File: src/rtl/osc_pkg.sv
// Shared types and constants for the wave oscillator voice.
package osc_pkg;

  typedef enum logic [1:0] {
    SQUARE   = 2'd0,
    SAW      = 2'd1,
    TRIANGLE = 2'd2,
    MUTE     = 2'd3
  } wave_t;

  localparam int         SAMPLE_W = 8;
  localparam logic [7:0] MIDSCALE = 8'h80;

endpackage

File: src/rtl/wave_oscillator_strobe.sv
// Clock divider producing a one-cycle sample-rate strobe every CLK_DIV enabled cycles.
module sample_strobe #(
  parameter int CLK_DIV = 1000
) (
  input  logic clk,
  input  logic n_rst,
  input  logic en,
  input  logic clr,
  output logic strobe
);

  localparam int               CNT_W = $clog2(CLK_DIV);
  localparam logic [CNT_W-1:0] LAST  = CNT_W'(CLK_DIV - 1);

  logic [CNT_W-1:0] div_cnt;

  assign strobe = (div_cnt == LAST) && en;

  // Divider count: held at zero while disabled or restarted, wraps after LAST.
  always_ff @(posedge clk or negedge n_rst) begin
    if (!n_rst) begin
      div_cnt <= '0;
    end else if (clr || !en) begin
      div_cnt <= '0;
    end else if (div_cnt == LAST) begin
      div_cnt <= '0;
    end else begin
      div_cnt <= div_cnt + CNT_W'(1);
    end
  end

endmodule

File: src/rtl/wave_oscillator.sv
// Numerically-controlled oscillator: divided strobe advances a phase accumulator,
// the phase is shaped into an 8-bit unsigned sample and announced with a done pulse.
module wave_oscillator
  import osc_pkg::*;
#(
  parameter int CLK_DIV = 1000,
  parameter int ACC_W   = 16
) (
  input  logic                clk,
  input  logic                n_rst,
  input  logic                en,
  input  logic                phase_rst,
  input  logic [ACC_W-1:0]    freq_word,
  input  logic [1:0]          wave_sel,
  output logic [SAMPLE_W-1:0] sample,
  output logic                done
);

  logic             strobe_p0;
  logic             vld_p1;
  logic [ACC_W-1:0] phase_p1;

  // Map the top byte of the phase onto the selected waveform.
  function automatic logic [SAMPLE_W-1:0] shape(input logic [7:0] p, input wave_t ws);
    logic [SAMPLE_W-1:0] s;
    s = MIDSCALE;
    case (ws)
      SQUARE:   s = p[7] ? 8'h00 : 8'hFF;
      SAW:      s = p;
      TRIANGLE: s = p[7] ? ~{p[6:0], 1'b0} : {p[6:0], 1'b0};
      MUTE:     s = MIDSCALE;
      default:  s = MIDSCALE;
    endcase
    return s;
  endfunction

  sample_strobe #(
    .CLK_DIV (CLK_DIV)
  ) u_strobe (
    .clk    (clk),
    .n_rst  (n_rst),
    .en     (en),
    .clr    (phase_rst),
    .strobe (strobe_p0)
  );

  // ---- stage p0 -> p1: phase accumulate on strobe ----
  // Phase wraps modulo 2^ACC_W; a restart wins over a coincident strobe and drops its pulse.
  always_ff @(posedge clk or negedge n_rst) begin
    if (!n_rst) begin
      phase_p1 <= '0;
      vld_p1   <= 1'b0;
    end else begin
      vld_p1 <= strobe_p0 && !phase_rst;
      if (phase_rst) begin
        phase_p1 <= '0;
      end else if (strobe_p0) begin
        phase_p1 <= phase_p1 + freq_word;
      end
    end
  end

  // ---- stage p1 -> output: shape and announce ----
  // Sample updates only one cycle after a strobe; done mirrors that update for one cycle.
  always_ff @(posedge clk or negedge n_rst) begin
    if (!n_rst) begin
      sample <= '0;
      done   <= 1'b0;
    end else begin
      done <= vld_p1;
      if (vld_p1) begin
        sample <= shape(phase_p1[ACC_W-1 -: 8], wave_t'(wave_sel));
      end
    end
  end

endmodule

File: config.mk
export PLATFORM = sky130hd
export DESIGN_NAME = wave_oscillator
export DESIGN_NICKNAME = d
export VERILOG_FILES = /design/src/rtl/osc_pkg.sv /design/src/rtl/wave_oscillator_strobe.sv /design/src/rtl/wave_oscillator.sv
export SDC_FILE = /design/constraint.sdc
export NUM_CORES = 1
export LEC_CHECK = 0
export ABC_AREA = 1
export CORE_ASPECT_RATIO = 1.5
export CORE_MARGIN = 3
export CORE_UTILIZATION = 60
export DETAILED_ROUTE_END_ITERATION = 7
export DONT_BUFFER_PORTS = 1
export HOLD_SLACK_MARGIN = 0.06
export PLACE_DENSITY_LB_ADDON = 0.12
export SLEW_MARGIN = 20
export SYNTH_ARGS = -nofsm -noshare
export SYNTH_HDL_FRONTEND = slang
export SYNTH_HIERARCHICAL = 1
export SYNTH_SLANG_ARGS = --single-unit
File: constraint.sdc
create_clock -name clk -period 3.4 [get_ports clk]
set_clock_uncertainty 0.15 [all_clocks]
set_input_delay 0.51 -clock clk [delete_from_list [all_inputs] [get_ports clk]]
set_output_delay 0.51 -clock clk [all_outputs]
set_load 0.05 [all_outputs]
---- Word-level counts from Yosys, hierarchy flattened ----
Index checks and enable logic that the tools add are counted.
storage, ports and cells
  output and inout port bits .............. 9
  word-level logic and storage cells ...... 26
  flip-flop bits (word level) ............. 36
  input bits .............................. 22
cells by class
  $add $sub $neg .......................... 2
  equal/unequal tests ..................... 4
  bitwise operators ....................... 1
  reduce and logical (&&, ||, !) cells .... 7
  muxes and demuxes ....................... 7
operators with widths
  operator                                        count
  2-to-1 mux 16 bit                               2
  one-hot mux 8 bit (4 select lines)              1
  2-to-1 mux 10 bit                               2
  adder 16 bit                                    1
  2-to-1 mux 8 bit                                2
  adder 10 x 1 -> 10 bit (second input constant)  1
  == test 10 bit (second input constant)          1
  inverter 8 bit                                  1
  == test 2 bit (second input constant)           2
  == test 2 x 1 -> 1 bit (second input constant)  1
  logical AND 1 bit                               2
  zero test 1 bit                                 2
  zero test 2 bit                                 1
  nonzero test 2 bit                              1
  logical OR 1 bit                                1

---- Depth between registers and ports, before layout ----
Gate-level depths: netlist (run 1).
  depth after elaboration ................. 4
  gate-level depth with buffers ........... 11
  depth with buffers taken out ............ 11

---- By module ----
The synthesis (run 1) kept the hierarchy.
modules (own cells, without submodules)
  module           cells an instance  area an instance (um^2)  instances
  wave_oscillator  310                2072.0                   1
  sample_strobe    68                 573.0                    1

---- Worst setup path before layout (run 1) ----
OpenSTA, ideal clock, no wires.
  kind .................................... input to register
  start point ............................. input port freq_word[0]
  end point ............................... register phase_p1[12]
  required time ........................... 3.133 ns
  library setup time ...................... 0.117 ns
  stages .................................. 11
  arrival time ............................ 1.612 ns
  setup slack ............................. 1.521 ns
  cell sequence ........................... ha_1 -> inv_1 -> fa_1 -> inv_1 -> nand3_1 -> nand3_1 -> nand3_1 -> nand3_1 -> nand2_1 -> nand3_1 -> nand2_1
between the ends
  longest elaborated chain between the ends .. 3
ends and longest elaborated chain
  what                  RTL line               RTL
  from (decl)           wave_oscillator.sv:13  input logic [ACC_W-1:0] freq_word,
  adder 16 bit          wave_oscillator.sv:58  phase_p1 <= phase_p1 + freq_word;
  2-to-1 mux 16 bit     wave_oscillator.sv:57  end else if (strobe_p0) begin
  2-to-1 mux 16 bit     wave_oscillator.sv:55  if (phase_rst) begin
  to (signal assigned)  wave_oscillator.sv:58
  to (decl)             wave_oscillator.sv:21  logic [ACC_W-1:0] phase_p1;
Every way passes these cells. The select of a mux whose other input is x is not followed.
A chain may end at the register's enable or synchronous reset.

---- Final worst setup path (run 1) ----
  start point ............................. register u_strobe.div_cnt[0]
  end point ............................... register phase_p1[2]
between the ends
  longest elaborated chain between the ends .. 3
ends and longest elaborated chain
  what                          RTL line                      RTL
  from (decl)                   wave_oscillator_strobe.sv:15  logic [CNT_W-1:0] div_cnt;
  from (signal assigned)        wave_oscillator_strobe.sv:28  div_cnt <= div_cnt + CNT_W'(1);
  == test 10 bit                wave_oscillator_strobe.sv:17  assign strobe = (div_cnt == LAST) && en;
  logical AND 1 bit             wave_oscillator_strobe.sv:17
  named net strobe_p0           wave_oscillator.sv:19         logic strobe_p0;
  nonzero test 2 bit (no line)  --
The timed path passes the listed nets, and every way through them passes these cells.

==> out/qor.json, run 1 <==
{
  "status": "finished clean",
  "cts-buffers-inserted": 5,
  "global_route_wire_length_before_repair_um": 9290,
  "drt.antenna.violating_nets": 0,
  "postRouteWirelength_um": 5470,
  "leakagePower_nw": 1.53,
  "arrival_time_at_the_worst_endpoint_ps": 2200,
  "net_count_after_synthesis": 417,
  "cts-root-buf": "clkbuf_8",
  "chipWidth_um": 60.2,
  "routed_wire_length_per_instance_um": 12.7,
  "max_slew_margin": 0.663,
  "grt-ovfl-total": 0,
  "detail_route.iter0.violations": 75,
  "finalNetCount": 422,
  "critPathCaptureType": "flop",
  "tritoncts_num_sinks": 36,
  "slew_violations": 0,
  "initial_core_utilization": 0.645,
  "synth-warning-count": 6,
  "maxUsedRoutingLayer": "met4",
  "post_synth.cell_area_avg_um2": 7.00,
  "power.clock.fraction": 0.422,
  "cts.clk_slew.worst_paths_ps": 80,
  "detailroute.wirelength.met2_um": 2880,
  "insertion_delay_ps": 300,
  "nFillCells": 375,
  "grt_setup_unrepaired": "no",
  "drive_gt1_frac": 0.125,
  "timing_hold_violations_final": 0,
  "switchingPower_uw": 242,
  "dieArea_um2": 5260,
  "vias_per_cell": 5.27,
  "portBuffers": 0,
  "grt_usage": 0.233,
  "min_period_ps": 2130,
  "place.detailed.hpwl_um": 4100,
  "clock_tree_from_tritoncts": "yes",
  "power.total_uw": 916,
  "start_kind": "flop",
  "post-cts-setup-buffers": 0,
  "tightestPinTransition_ps": 505,
  "core_um2": 4100,
  "routed-wl-met3_um": 138,
  "timing.setup.critical_path_class": "flop to flop",
  "htreeDepth": 2,
  "dr_total_vias": 2262,
  "sw_share": 0.264,
  "required_time_reported_for_the_critical_path_endpoint_ps": 3470,
  "fin_tns_setup_ps": 0,
  "drc_violations_left": 0,
  "combPwrFrac": 0.078,
  "number_of_global_route_vias_before_repair": 2139,
  "die-height_um": 87.3,
  "ys_seq_elements": 36,
  "boundaryPins": 31,
  "maxCapViolations": 0,
  "post_synth_inst_count": 378,
  "wl_met1_um": 2350,
  "power_per_standard_cell_area_nw_per_um2": 326,
  "p_int_uw": 674,
  "setup_viol": 0,
  "cts_buffer_depth": 2,
  "mappedNetlistArea_um2": 2650,
  "diodes": 0,
  "post_synth_num_cell_types": 35,
  "placementRows": 28,
  "final_core_utilization": 0.687,
  "worst-path-max-fanout": 13,
  "synth_to_layout_area_growth_pct": 6.39,
  "share_seq_of_total_power": 0.500,
  "grt_max_degree": 37,
  "iteration_count_of_the_initial_detailed_routing_pass": 4,
  "max_freq_mhz": 470,
  "final.period_utilization": 0.626,
  "grt_antenna_before_repair": 0,
  "peakVddDrop_v": 0.000383,
  "synth.yosys.seq_area_share": 0.341,
  "worst_hold_path_type": "input port to flop",
  "place_congestion": 0.874
}
repair_timing:
item | in CTS | in global routing
gates resized for setup | 0 | 0
hold endpoints to repair | 36 | 0
setup endpoints to repair | 0 | 0
hold buffers | 2 | 0
layout by cell type (no fill, tap or decap), types with 3 or more instances in the layout:
master    count
a21oi_1      10
a31oi_1       5
clkbuf_8      5
dfrtp_1      36
ha_1         16
inv_1        53
inv_2         3
nand2_1     126
nand2_2       8
nand3_1      27
nand3_2       4
nand3b_1      3
nor2_1       34
nor2_2        7
nor3_2        3
o21ai_0       9
or2_2         6
xor2_1        3
flip-flops by register name (all words and copies together), names as in the netlist:
name / flops
done: 1
phase_p1: 16
sample: 8
u_strobe/div_cnt: 10
vld_p1: 1
worst paths after layout:
kind	start	endpoint	slack, ps	cells after the start
setup reg to reg	u_strobe/div_cnt[0]	phase_p1[2]	1270	9
min in group asynchronous	n_rst	phase_p1[2]	520	2
hold reg to reg	phase_p1[5]	phase_p1[5]	340	2
setup / recovery	u_strobe/div_cnt[0]	phase_p1[2]	1270	9
hold / removal	phase_rst	u_strobe/div_cnt[2]	290	3
max in group asynchronous	n_rst	sample[3]	2390	2
per-stage QoR:
| step | cells | cell area [um^2] | setup WS [ps] | hold slack (ps) |
|---|---|---|---|---|
| 2_1_floorplan | 378 | 2650 | 1520 | 64.4 |
| 3_3_place_gp | 419 | 2670 | 1370 | 65.3 |
| 3_5_place_dp | 419 | 2670 | 1290 | 65.3 |
| 4_1_cts | 429 | 2810 | 1260 | 282 |
| 5_1_grt | 429 | 2810 | 962 | 293 |
| 6_report | 429 | 2810 | 1270 | 291 |
critical path, stage by stage (launching register included):
cell and delay [ps]:
dfrtp_1 390, ha_1 200, nand2_2 110, nor2_2 130, nand3_2 130, nor2_1 150
nand2_1 140, inv_1 410, nand2_1 80, o21ai_0 160
layer usage:
metal / global-route usage / vias to the layer above
li1: - / 1197
met1: 0.277 / 1032
met2: 0.408 / 24
met3: 0.0415 / 9
met4: 0.0786 / 0
met5: 0 / -
kinds of logic after synthesis:
family | Yosys count | share of synthesized area
AOI/OAI and AO/OA | 34 | 0.0814
DFF | 36 | 0.341
and+or+nand+nor | 225 | 0.385
adders and majority gates | 17 | 0.0833
buffers and inverters | 61 | 0.0932
xor gates and xnor gates | 5 | 0.0166
power by group through the flow:
stage / registers, mW / clock network (mW) / logic, mW
2_1_floorplan: 0.465 / 0 / 0.0486
3_3_place_gp: 0.467 / 0 / 0.0588
3_5_place_dp: 0.467 / 0 / 0.0599
4_1_cts: 0.458 / 0.393 / 0.0729
5_1_grt: 0.459 / 0.410 / 0.0829
6_report: 0.458 / 0.386 / 0.0716
cells in the mapped netlist (all sizes together):
cell type    n  area (um^2)
a21o         1         7.51
a21oi       13         83.8
a22o         1         8.76
a22oi        1         7.51
a31oi        6         43.8
a32oi        1         8.76
and2         1         6.26
buf          5         36.3
dfrtp       36          901
fa           1         20.0
ha          16          200
inv         56          210
nand2      135          534
nand3       31          175
nand3b       3         22.5
nand4        2         12.5
nor2        43          194
nor3         3         30.0
o21ai       11         55.1
or2          7         43.8
xnor2        2         17.5
xor2         3         26.3
final cells by class:
class / instances / area, um^2 / share of cell area
clock inverters: 3 / 42.5 / 0.0151
repair buffers: 3 / 37.5 / 0.0133
multi-input cells: 281 / 1500 / 0.532
flip-flops and latches: 36 / 901 / 0.320
clock buffers: 5 / 68.8 / 0.0245
inverters: 56 / 210 / 0.0747
well taps: 45 / 56.3 / 0.0200
Note: power is estimated with default switching activity, not from simulation.
==> inputs of run 2 (changes only) <==
Clock period 3.4 ns to 2.1 ns, I/O delays scaled along.
==> run 2 against run 1 <==
Routed wire length hardly changed. Critical path depth grew 2. Critical endpoint is now phase_p1[12]. Sequential power grew 62%. Fmax up 13%. Worst setup slack lost 1100 ps. Worst hold slack lost 190 ps. Core utilization rose by 1.0 points. Design area up 1.5%. Sequential cell count is the same.
==> out/qor.json, run 2 (same netlist as run 1, synthesis figures left out) <==
{
  "status": "finished clean",
  "required_time_reported_for_the_critical_path_endpoint_ps": 2130,
  "min_period_ps": 1880,
  "diodes": 0,
  "grt_max_degree": 37,
  "power.total_mw": 1.34,
  "layout_commonest_cell": "nand2_1",
  "final_core_utilization": 0.697,
  "cts.clk_slew.worst_paths_ps": 80,
  "detailroute.wirelength.met2_um": 2930,
  "timing_hold_violations_final": 0,
  "grt_usage": 0.239,
  "synth_to_layout_area_growth_pct": 7.95,
  "cp_slowest_cell": "fa_1",
  "nFillCells": 376,
  "iteration_count_of_the_initial_detailed_routing_pass": 5,
  "arrival_time_at_the_worst_endpoint_ps": 1920,
  "detail_route.iter0.violations": 105,
  "grt_setup_unrepaired": "no",
  "max_freq_mhz": 531,
  "drc_violations_left": 0,
  "worst_hold_path_type": "input port to flop",
  "worst_path_largest_cell_delay_ps": 370,
  "power_per_standard_cell_area_nw_per_um2": 470,
  "number_of_global_route_vias_before_repair": 2248,
  "max_slew_margin": 0.522,
  "cts_buffer_depth": 2,
  "place.detailed.hpwl_um": 4160,
  "tritoncts_num_sinks": 36,
  "critPathCaptureType": "flop",
  "routed-wl-met3_um": 136,
  "place_worst_setup_slack_ps": -135,
  "timing.setup.critical_path_class": "flop to flop",
  "grt_antenna_before_repair": 0,
  "routed_wire_length_per_instance_um": 12.6,
  "tightestPinTransition_ps": 716,
  "chipWidth_um": 60.2,
  "grt-ovfl-total": 0,
  "peakVddDrop_v": 0.000570,
  "largestRegisters": "phase_p1: 16 flops, u_strobe/div_cnt: 10 flops, sample: 8 flops",
  "worst-path-max-fanout": 4,
  "place_congestion": 0.876,
  "drive_gt1_frac": 0.146,
  "global_route_wire_length_before_repair_um": 9620,
  "final_critical_path_setup_slack_ps": 215,
  "clock_tree_from_tritoncts": "yes",
  "initial_core_utilization": 0.645,
  "leakagePower_nw": 1.56,
  "die-height_um": 87.3,
  "cts-root-buf": "clkbuf_8",
  "final.hold.worst_slack_ps": 96.4,
  "setup_viol": 0,
  "largest_reg_flops": 16,
  "layout.cells.most_common_list": "nand2_1, inv_1, dfrtp_1",
  "core_um2": 4100,
  "start_kind": "flop",
  "finalNetCount": 428,
  "vias_per_cell": 5.28,
  "dr_total_vias": 2298,
  "slew_violations": 0,
  "cts-buffers-inserted": 5,
  "placementRows": 28,
  "maxUsedRoutingLayer": "met4",
  "maxCapViolations": 0,
  "cp_cell_sequence": "ha_1, inv_1, fa_1, inv_2, nand3_1, nand3_2, nand3_1, nand3_1, nand2_1, nand3_1, nand2_1",
  "boundaryPins": 31,
  "fin_tns_setup_ps": 0,
  "wl_met1_um": 2290,
  "timing.critical_path.mode_cell": "nand3_1",
  "drt.antenna.violating_nets": 0,
  "htreeDepth": 2,
  "final.period_utilization": 0.898,
  "postRouteWirelength_um": 5470,
  "portBuffers": 0,
  "max_flop_register": "phase_p1",
  "dieArea_um2": 5260,
  "insertion_delay_ps": 290
}
==> run 2: cell count changes in the layout (fill, tap and decap cells not counted) <==
cell,change
nand3_2,+1
clkinvlp_4,-1
nor2_1,-1
bufinv_16,-1
nand3_1,-1
buf_12,+1
clkinv_2,+1
buf_4,+5
clkinv_4,+1
nor2_2,+1
inv_1,-1
inv_2,+1
==> run 2: layout make-up <==
type / instances / area, um^2 / share of cell area
well taps: 45 / 56.3 / 0.0197
inverters: 56 / 210 / 0.0736
clock buffers: 5 / 68.8 / 0.0241
clock inverters: 3 / 18.8 / 0.00657
flip-flops and latches: 36 / 901 / 0.316
multi-input cells: 281 / 1510 / 0.527
repair buffers: 9 / 95.1 / 0.0333
==> run 2: power breakdown <==
group          internal [mW]  total [mW]  switching, mW  leakage, nW
clock network          0.231       0.482          0.251       0.0479
registers              0.703       0.741         0.0386        0.492
logic                 0.0388       0.118         0.0794         1.02
total                  0.972        1.34          0.369         1.56
==> run 2: per-stage QoR <==
stage / std cells / cell area [um^2]
2_1_floorplan: 378 / 2650
3_3_place_gp: 425 / 2730
3_5_place_dp: 425 / 2730
4_1_cts: 435 / 2850
5_1_grt: 435 / 2860
6_report: 435 / 2860
==> run 2: repair_timing <==
item	4_1_cts	5_1_grt
endpoints found under the setup margin	16	1
gates resized for setup	1	2
hold buffers	2	0
buffers inserted	0	0
hold endpoints to repair	36	0
==> run 2: worst paths after layout <==
check	from	endpoint	slack, ps	cells past startpoint
worst max-delay path	phase_p1[0]	phase_p1[12]	220	11
worst min register to register	phase_p1[7]	phase_p1[7]	340	2
max in group asynchronous	n_rst	phase_p1[6]	1240	2
min in group asynchronous	n_rst	sample[2]	370	2
worst max register to register	phase_p1[0]	phase_p1[12]	220	11
worst min-delay path	wave_sel[1]	sample[4]	100	3
==> run 2: routing by layer <==
metal,track usage,vias to the layer above
met5,0,-
met4,0.0827,0
met3,0.0386,10
met2,0.431,35
met1,0.274,1046
li1,-,1207
==> run 2: critical path: cells and delay by family (launching register included) <==
family                   cells  cell delay [ps]
AND/OR/NAND/NOR              7              590
buffers and inverters        2              140
flip-flops                   1              360
adder cells (fa/ha/maj)      2              540
==> inputs of run 3 (changes only) <==
Settings changed: CAP_MARGIN from default to 20.
==> results of run 3 <==
The final DEF is identical to that of run 2; final timing and power are the same.
